<file path="config.mk">
export PLATFORM = sky130hd
export DESIGN_NAME = seq_booth_multiplier_flat
export DESIGN_NICKNAME = d
export VERILOG_FILES = /design/src/rtl/seq_booth_multiplier_pkg.sv /design/src/rtl/seq_booth_multiplier_if.sv /design/src/rtl/seq_booth_multiplier_booth_r2_step.sv /design/src/rtl/seq_booth_multiplier.sv /design/src/flat_wrapper.sv
export SDC_FILE = /design/constraint.sdc
export NUM_CORES = 1
export LEC_CHECK = 0
export ABC_AREA = 1
export CORE_ASPECT_RATIO = 0.9
export CORE_MARGIN = 5
export CORE_UTILIZATION = 61
export CTS_CLUSTER_SIZE = 14
export DETAILED_ROUTE_END_ITERATION = 12
export DONT_BUFFER_PORTS = 1
export PLACE_DENSITY = 0.88
export SLEW_MARGIN = 20
export SYNTH_ARGS = -nofsm -noshare
export SYNTH_HDL_FRONTEND = slang
export SYNTH_SLANG_ARGS = --single-unit
</file>
<file path="constraint.sdc">
create_clock -name clk -period 4.5 [get_ports clk]
set_input_delay 0.9 -clock clk [delete_from_list [all_inputs] [get_ports clk]]
set_output_delay 0.9 -clock clk [all_outputs]
set_load 0.01 [all_outputs]
</file>
<file path="src/rtl/seq_booth_multiplier_pkg.sv">
`default_nettype none
// ============================================================================
// Module      : mult_pkg
// Description : Shared state encoding and helpers for the Booth multiplier.
// Revision    : 1.0
// ============================================================================
package mult_pkg;

  typedef enum logic [1:0] {
    IDLE = 2'd0,
    CALC = 2'd1,
    DONE = 2'd2
  } state_t;

  function automatic int cnt_width(input int width);
    return $clog2(width + 2);
  endfunction

  // Returns a 33-bit extension; callers truncate to WIDTH+1 bits.
  function automatic logic [32:0] ext_operand(input logic [31:0] value,
                                              input logic        is_signed,
                                              input int          width);
    logic [32:0] res;
    logic        fill;
    fill = is_signed & value[5'(width - 1)];
    for (int i = 0; i < 33; i++) begin
      res[i] = (i < width) ? value[i] : fill;
    end
    return res;
  endfunction

endpackage
`default_nettype wire

</file>
<file path="src/rtl/seq_booth_multiplier_if.sv">
`default_nettype none
// ============================================================================
// Module      : mult_if
// Description : Start/done handshake and operand/result bus of the multiplier.
// Revision    : 1.0
// ============================================================================
interface mult_if #(
  parameter int WIDTH = 8
);
  logic                   start;
  logic                   is_signed;
  logic [WIDTH-1:0]       A;
  logic [WIDTH-1:0]       B;
  logic [2*WIDTH-1:0]     M;
  logic                   busy;
  logic                   done;
  logic                   ready;

  modport master (
    output start, is_signed, A, B,
    input  M, busy, done, ready
  );

  modport slave (
    input  start, is_signed, A, B,
    output M, busy, done, ready
  );
endinterface
`default_nettype wire

</file>
<file path="src/rtl/seq_booth_multiplier_booth_r2_step.sv">
`default_nettype none
// ============================================================================
// Module      : booth_r2_step
// Description : One combinational radix-2 Booth add/sub plus arithmetic shift.
// Revision    : 1.0
// ============================================================================
module booth_r2_step #(
  parameter int WIDTH = 8
) (
  input  wire logic [2*WIDTH+3:0] i_acc,
  input  wire logic [WIDTH:0]     i_a_ext,
  output logic      [2*WIDTH+3:0] o_acc
);
  localparam int HI_W = WIDTH + 2;
  localparam int LO_W = WIDTH + 1;

  logic [HI_W-1:0] w_hi;
  logic [LO_W-1:0] w_lo;
  logic            w_q1;
  logic [HI_W-1:0] w_a_wide;
  logic [HI_W-1:0] w_hi_sum;

  assign {w_hi, w_lo, w_q1} = i_acc;
  assign w_a_wide           = {i_a_ext[WIDTH], i_a_ext};

  always_comb begin
    w_hi_sum = w_hi;
    unique case ({w_lo[0], w_q1})
      2'b01:   w_hi_sum = w_hi + w_a_wide;
      2'b10:   w_hi_sum = w_hi - w_a_wide;
      default: w_hi_sum = w_hi;
    endcase
  end

  // Arithmetic shift of {hi,lo,q-1}: old lo[0] becomes the new q-1.
  assign o_acc = {w_hi_sum[HI_W-1], w_hi_sum, w_lo};
endmodule
`default_nettype wire

</file>
<file path="src/rtl/seq_booth_multiplier.sv">
`default_nettype none
// ============================================================================
// Module      : seq_booth_multiplier
// Description : Sequential radix-2 Booth multiplier, signed/unsigned, start/done.
// Revision    : 1.0
// ============================================================================
module seq_booth_multiplier
  import mult_pkg::*;
#(
  parameter  int WIDTH = 8,
  localparam int CNT_W = cnt_width(WIDTH)
) (
  input wire logic clk,
  input wire logic rst_n,
  mult_if.slave    bus
);
  localparam int ACC_W = 2 * WIDTH + 4;

  state_t             r_state;
  state_t             w_state_nxt;
  logic [WIDTH:0]     r_a_ext;
  logic [ACC_W-1:0]   r_acc;
  logic [ACC_W-1:0]   w_acc_step;
  logic [CNT_W-1:0]   r_count;
  logic [2*WIDTH-1:0] r_m;
  logic [WIDTH:0]     w_a_ext_in;
  logic [WIDTH:0]     w_b_ext_in;
  logic               w_accept;
  logic               w_last;

  assign w_a_ext_in = (WIDTH + 1)'(ext_operand(32'(bus.A), bus.is_signed, WIDTH));
  assign w_b_ext_in = (WIDTH + 1)'(ext_operand(32'(bus.B), bus.is_signed, WIDTH));
  assign w_accept   = bus.start && ((r_state == IDLE) || (r_state == DONE));
  assign w_last     = (r_count == CNT_W'(WIDTH));

  booth_r2_step #(
    .WIDTH (WIDTH)
  ) u_step (
    .i_acc   (r_acc),
    .i_a_ext (r_a_ext),
    .o_acc   (w_acc_step)
  );

  always_ff @(posedge clk or negedge rst_n) begin
    if (!rst_n) begin
      r_state <= IDLE;
    end else begin
      r_state <= w_state_nxt;
    end
  end

  always_comb begin
    w_state_nxt = r_state;
    unique case (r_state)
      IDLE:    if (bus.start) w_state_nxt = CALC;
      CALC:    if (w_last) w_state_nxt = DONE;
      DONE:    w_state_nxt = bus.start ? CALC : IDLE;
      default: w_state_nxt = IDLE;
    endcase
  end

  // Product sits in the low 2*WIDTH bits of {hi,lo}, just above q-1.
  always_ff @(posedge clk or negedge rst_n) begin
    if (!rst_n) begin
      r_a_ext <= '0;
      r_acc   <= '0;
      r_count <= '0;
      r_m     <= '0;
    end else if (w_accept) begin
      r_a_ext <= w_a_ext_in;
      r_acc   <= {(WIDTH + 2)'(0), w_b_ext_in, 1'b0};
      r_count <= '0;
    end else if (r_state == CALC) begin
      r_acc   <= w_acc_step;
      r_count <= r_count + 1'b1;
      if (w_last) begin
        r_m <= w_acc_step[2*WIDTH:1];
      end
    end
  end

  assign bus.M     = r_m;
  assign bus.busy  = (r_state == CALC);
  assign bus.done  = (r_state == DONE);
  assign bus.ready = (r_state == IDLE) || (r_state == DONE);
endmodule
`default_nettype wire

</file>
<file path="src/flat_wrapper.sv">
// flat-port wrapper written by rule: the top's interface ports become plain ports
module seq_booth_multiplier_flat import mult_pkg::*;
#(
  parameter  int WIDTH = 8,
  localparam int CNT_W = cnt_width(WIDTH)
)
  (clk, rst_n, bus_start, bus_is_signed, bus_A, bus_B, bus_M, bus_busy, bus_done, bus_ready);
  mult_if #(.WIDTH(WIDTH)) bus_i ();
  input wire logic clk;
  input wire logic rst_n;
  input wire logic [$bits(bus_i.start)-1:0] bus_start;
  input wire logic [$bits(bus_i.is_signed)-1:0] bus_is_signed;
  input wire logic [$bits(bus_i.A)-1:0] bus_A;
  input wire logic [$bits(bus_i.B)-1:0] bus_B;
  output wire logic [$bits(bus_i.M)-1:0] bus_M;
  output wire logic [$bits(bus_i.busy)-1:0] bus_busy;
  output wire logic [$bits(bus_i.done)-1:0] bus_done;
  output wire logic [$bits(bus_i.ready)-1:0] bus_ready;
  assign bus_i.start = bus_start;
  assign bus_i.is_signed = bus_is_signed;
  assign bus_i.A = bus_A;
  assign bus_i.B = bus_B;
  assign bus_M = bus_i.M;
  assign bus_busy = bus_i.busy;
  assign bus_done = bus_i.done;
  assign bus_ready = bus_i.ready;
  seq_booth_multiplier #(.WIDTH(WIDTH)) u_core (.clk(clk), .rst_n(rst_n), .bus(bus_i));
endmodule
</file>
After elaboration in Yosys (flattened, before gate mapping)
Index checks and enable logic that the tools add are counted.
W data, S select, Z words.
{"block": "word_totals", "ff_bits": 51, "out_inout_bits": 19, "elab_cells": 33}
{"block": "classes", "add_sub_neg": 3, "n_eq_ne": 7, "muxes": 9, "bitwise_logic": 3, "reduce_logical": 6}
{"cell": "$mux W20", "count": 2}
{"cell": "$pmux W10 S2", "count": 1}
{"cell": "$add A10 B10 Y10", "count": 1}
{"cell": "$sub A10 B10 Y10", "count": 1}
{"cell": "$mux W4", "count": 2}
{"cell": "$pmux W2 S3", "count": 1}
{"cell": "$add A4 B1 Y4 const B", "count": 1}
{"cell": "$eq A2 B1 Y1 const B", "count": 2}
{"cell": "$eq A2 B2 Y1 const B", "count": 2}
{"cell": "$eq A4 B4 Y1 const B", "count": 1}
{"cell": "$mux W2", "count": 2}
{"cell": "$reduce_and A3 Y1", "count": 1}
{"cell": "$and A1 B1 Y1", "count": 2}
{"cell": "$logic_not A2 Y1", "count": 1}
{"cell": "$ne A2 B1 Y1 const B", "count": 1}
{"cell": "$ne A2 B2 Y1 const B", "count": 1}
{"cell": "$reduce_and A2 Y1", "count": 1}
{"cell": "$reduce_bool A2 Y1", "count": 1}
{"cell": "$logic_and A1 B1 Y1", "count": 1}
{"cell": "$logic_or A1 B1 Y1", "count": 1}
{"cell": "$mux W1", "count": 1}
{"cell": "$not A1 Y1", "count": 1}

Logic depth before layout (Yosys ltp)
{"block": "logic_depth", "word_depth": 5, "ltp_mapped": 19}

Hierarchy
From an unflattened synthesis, not the netlist that was laid out.
{"block": "hier_totals", "hier_cells": 390, "area_unflattened_um2": 2937.8}
{"module": "seq_booth_multiplier", "instances": 1, "cells_per_inst": 230, "area_each_um2": 2043.2, "seq_area_each_um2": 1276.2}
{"module": "booth_r2_step", "instances": 1, "cells_per_inst": 160, "area_each_um2": 894.6, "seq_area_each_um2": 0.0}

Worst setup path after synthesis
OpenSTA, ideal clock, no wires.
{"block": "synth_timing", "path_kind": "reg2reg", "startpoint": "register u_core.r_a_ext[0]", "endpoint": "register u_core.r_acc[18]", "setup_ps": 121, "arrival_ps": 2081, "path_slack_ps": 2298, "path_stages_with_launch": 19, "period_less_slack_ps": 2202, "cell_sequence": "dfrtp_1 inv_1 ha_1 inv_1 nor2_1 nand2_1 nand2_1 o21ai_0 xor2_1 inv_1 ha_1 nand2_1 inv_1 a21oi_1 nand2_1 nor2_1 nand3_1 nand3_1 nand2_1"}
{"block": "synth_via", "elab_chain_len": 4, "word_cells_on_any_way": 5, "classes_between": "add/sub: 2; mux: 3"}
{"element": "start: declaration", "line_no": "seq_booth_multiplier.sv:21", "rtl": "logic [WIDTH:0] r_a_ext;"}
{"element": "start signal: assignment", "line_no": "seq_booth_multiplier.sv:70", "rtl": "r_a_ext <= w_a_ext_in;"}
{"element": "$sub A10 B10 Y10 / $add A10 B10 Y10 (equally long branches)", "line_no": "seq_booth_multiplier_booth_r2_step.sv:30, seq_booth_multiplier_booth_r2_step.sv:29"}
{"element": "$pmux W10 S2 *", "line_no": "seq_booth_multiplier_booth_r2_step.sv:28", "rtl": "unique case ({w_lo[0], w_q1})"}
{"element": "$mux W20 *", "line_no": "seq_booth_multiplier.sv:73", "rtl": "end else if (r_state == CALC) begin"}
{"element": "$mux W20 *", "line_no": "seq_booth_multiplier.sv:69", "rtl": "end else if (w_accept) begin"}
{"element": "end signal: assignment", "line_no": "seq_booth_multiplier.sv:71", "rtl": "r_acc <= {(WIDTH + 2)'(0), w_b_ext_in, 1'b0};"}
{"element": "end signal: assignment", "line_no": "seq_booth_multiplier.sv:74", "rtl": "r_acc <= w_acc_step;"}
{"element": "end: declaration", "line_no": "seq_booth_multiplier.sv:22", "rtl": "logic [ACC_W-1:0] r_acc;"}
Every way passes the cells marked *; elsewhere a longest branch is shown, timed or not. The select of a mux whose other input is x is not followed.
A chain may end at the register's enable or synchronous reset.

Final worst setup path
{"block": "layout_timing", "startpoint": "register u_core.r_a_ext[0]", "endpoint": "register u_core.r_acc[14]"}
The elaborated chain is that of the path after synthesis.

==> run_results.csv <==
group,metric,value,unit
routing,vias,2273,
final_layout,area_delta_synth_final,3.57,%
die,die_width,81.9,um
place,detailedPlacementHpwl,4500,um
global_route,number_of_global_route_vias_before_repair,2190,
final_layout,final_cell_count_no_fill,418,
timing,timing.final.hold_violations,0,
cts,clock_sinks,50,
routing,routed_via_density,5.44,
global_route,largest_net_degree_at_the_start_of_global_routing,51,
die,die_area,6130,um^2
place,routabilityCongestion,0.865,
global_route,grt_util_all_layers,22.6,%
synthesis,postSynth.asyncResetShare,100,%
timing,clock_skew,0.0141,ns
synthesis,ys.flop_type,"sky130_fd_sc_hd__dfrtp_1",
setup_path,timing.critical_path.required,4.76,ns
setup_path,critical_path_source_type,"flop",
timing,tns,0,ns
place,place_inst,410,
final_layout,antenna_cells_inserted,0,
setup_path,cells_on_worst_reg2reg_path,15,
setup_path,timing.critical_path.arrival,2.80,ns
cts,cts.htree.levels,2,
synthesis,synthesis.yosys.warnings,0,
setup_path,crit_end,"u_core.r_acc[14]",
setup_path,timing.critical_path.fanout_max,3,
synthesis,ys_seq_area_share,44.0,%
cts,clock_transition_time_at_the_flip_flop_clock_pins_of_the_worst_setup_and_hold_paths,0.10,ns
routing,drtAntennaViolNets,0,
die,boundaryPins,39,
synthesis,synthTopCellsByArea,"sky130_fd_sc_hd__dfrtp_1 44%, sky130_fd_sc_hd__nand2_1 15%, sky130_fd_sc_hd__inv_1 7.0%",
die,rows,23,
cts,cts_hold_buffers,0,
final_layout,design_area,2940,um^2
routing,drt-initial-drc-count,160,
routing,routed_wl,6070,um
synthesis,synth_top_cells_by_count,"113 x sky130_fd_sc_hd__nand2_1, 53 x sky130_fd_sc_hd__inv_1, 50 x sky130_fd_sc_hd__dfrtp_1",
timing,timing.final.setup_violations,0,
cts,insertion_delay,0.32,ns
place,cell_area_after_placement,2850,um^2
final_layout,final_net_count,389,
die,area_of_the_core_region,4490,um^2
timing,setup_repair_after_global_routing_missed_its_margin,"false",
setup_path,crit_path_top_delay_cell,"sky130_fd_sc_hd__o21ai_0",
routing,route.detailed.drc,0,
synthesis,netlist.area_leader.share,44.0,%
synthesis,synth.distinct_cells,34,
min_path,worstHoldPathType,"in -> async",
cts,cts_buffer_depth,2,
cts,post-cts-setup-buffers,0,
timing,period_needed,2.54,ns
timing,period_share,56.3,%
timing,worst_slew_pin_slew,0.657,ns
timing,worst_slew_margin_rel,56.1,%
setup_path,path_cells,"inv_1 -> ha_1 -> inv_1 -> o21ai_0 -> inv_1 -> ha_1 -> nand3_1 -> nand3_1 -> nand2_1 -> nand2_1 -> nand2_1 -> nand2_1 -> o21ai_1 -> nand2_1 -> nand2_1",
place,io_buffer_count,0,
cts,cts_tree,"done",
outcome,status,"finished clean",
setup_path,worst_r2r_endpoint,"u_core.r_acc[14]",
synthesis,yosysMostFrequentCell,"sky130_fd_sc_hd__nand2_1",
synthesis,ys_seq_elements,50,
cts,postCtsResizedCells,0,
setup_path,crit_path_start,"u_core.r_a_ext[0]",
setup_path,cp_common_cell,"sky130_fd_sc_hd__nand2_1",
synthesis,post-synth-top-area-cell,"sky130_fd_sc_hd__dfrtp_1",
cts,cts_inserted_buffers,5,
die,die_height,74.8,um
routing,detailedRoute.firstPassIterationCount,4,
global_route,grt_overflow,0,
setup_path,critPathCaptureType,"flop",
timing,f_max,394,MHz
flow_run,max_cap_violations,0,
routing,routedWlPerCell,14.5,um
timing,finalMaxSlewViolations,0,
synthesis,syn-mean-instance-area,7.94,um^2
setup_path,rrSetupSlack,1.96,ns
setup_path,r2r_start,"u_core.r_a_ext[0]",
final_layout,drive_above_1_share,8.15,%
synthesis,synth_cells,358,
cts,clockRootBuffer,"sky130_fd_sc_hd__clkbuf_8",
setup_path,critPathKind,"reg -> reg",
die,floorplan.initialDensity,63.3,%
global_route,grt_antenna_before_repair,0,
synthesis,synthesis.area,2840,um^2
synthesis,synth_enable_flop_cells,0,
global_route,grt_pass1_wl,10300,um
setup_path,critPathMaxStageDelay,0.45,ns
synthesis,syn_nets,392,
-- worst max-delay path, delay by kind of cell, from the launching register on --
family / cells / cell delay, ns
AND/OR/NAND/NOR: 8 / 0.63
AO/OA/AOI/OAI: 2 / 0.61
adder cells (fa/ha/maj): 2 / 0.59
flip-flops: 1 / 0.41
buffers and inverters: 3 / 0.22
-- stage by stage --
step,setup slack [ns],hold WS [ns],utilization (%)
floorplan,2.30,0.470,-
global placement,2.16,0.502,63.5
detailed placement,2.02,0.498,63.5
CTS,2.00,0.258,65.6
global route,1.70,0.254,65.6
finish,1.96,0.261,65.6
-- how the worst min path moves through the flow --
stage	from	endpoint	slack, ns	depth (start not counted)
5_1_grt	rst_n	u_core.r_count[1]	0.25	0
6_report	rst_n	u_core.r_count[1]	0.26	0
2_1_floorplan	u_core.r_acc[14]	u_core.r_acc[14]	0.47	2
4_1_cts	rst_n	u_core.r_count[3]	0.26	0
3_3_place_gp	u_core.r_acc[14]	u_core.r_acc[14]	0.50	2
3_5_place_dp	u_core.r_acc[17]	u_core.r_acc[17]	0.50	2
-- sequential cells by signal, indices dropped and copies added, names as in the netlist --
| signal | cells |
|---|---|
| u_core.bus.M | 16 |
| u_core.r_a_ext | 9 |
| u_core.r_acc | 19 |
| u_core.r_count | 4 |
| u_core.r_state | 2 |
-- layout by cell type, fill, tap and decap left out, types with 2 or more instances in the layout --
master,netlist,final
sky130_fd_sc_hd__a21oi_1,10,10
sky130_fd_sc_hd__a22oi_1,4,4
sky130_fd_sc_hd__a31oi_1,4,4
sky130_fd_sc_hd__clkbuf_8,0,5
sky130_fd_sc_hd__clkinvlp_4,0,2
sky130_fd_sc_hd__dfrtp_1,50,50
sky130_fd_sc_hd__ha_1,13,13
sky130_fd_sc_hd__inv_1,53,53
sky130_fd_sc_hd__inv_2,3,3
sky130_fd_sc_hd__nand2_1,113,113
sky130_fd_sc_hd__nand3_1,13,13
sky130_fd_sc_hd__nand4_1,3,3
sky130_fd_sc_hd__nor2_1,14,14
sky130_fd_sc_hd__nor2_2,3,3
sky130_fd_sc_hd__nor3_2,2,2
sky130_fd_sc_hd__o21a_1,2,2
sky130_fd_sc_hd__o21ai_0,23,23
sky130_fd_sc_hd__o21ai_1,4,4
sky130_fd_sc_hd__o21ai_2,9,9
sky130_fd_sc_hd__o221ai_1,4,4
sky130_fd_sc_hd__o22ai_1,5,5
sky130_fd_sc_hd__xor2_1,6,6
-- cells by family (layout without fill, tap and decap cells) --
group                      Yosys count  after routing  share of synthesized area, %
xor gates and xnor gates             7              7                          2.16
adders and majority gates           14             14                          6.43
and+or+nand+nor                    153            153                          22.7
AOI/OAI and AO/OA                   67             67                          14.6
DFF                                 50             50                          44.0
buffers and inverters               67             65                          10.0
-- area by class of cell --
class,count,area (um^2)
Sequential cell,50,1250
Inverter,57,216
Multi-Input combinational cell,241,1310
Tap cell,62,77.6
Clock inverter,3,23.8
Fill cell,388,1550
Clock buffer,5,68.8
-- per-layer routing --
layer  GRT usage (%)  vias up  wire, um
li1                -     1136         -
met1            29.7     1058      2740
met4            12.0        0       148
met2            35.6       68      2830
met3            4.19       11       354
met5               0        -         0
Power is not shown: default switching activity piles up to over one toggle a cycle in this logic, so the estimate is an artifact.
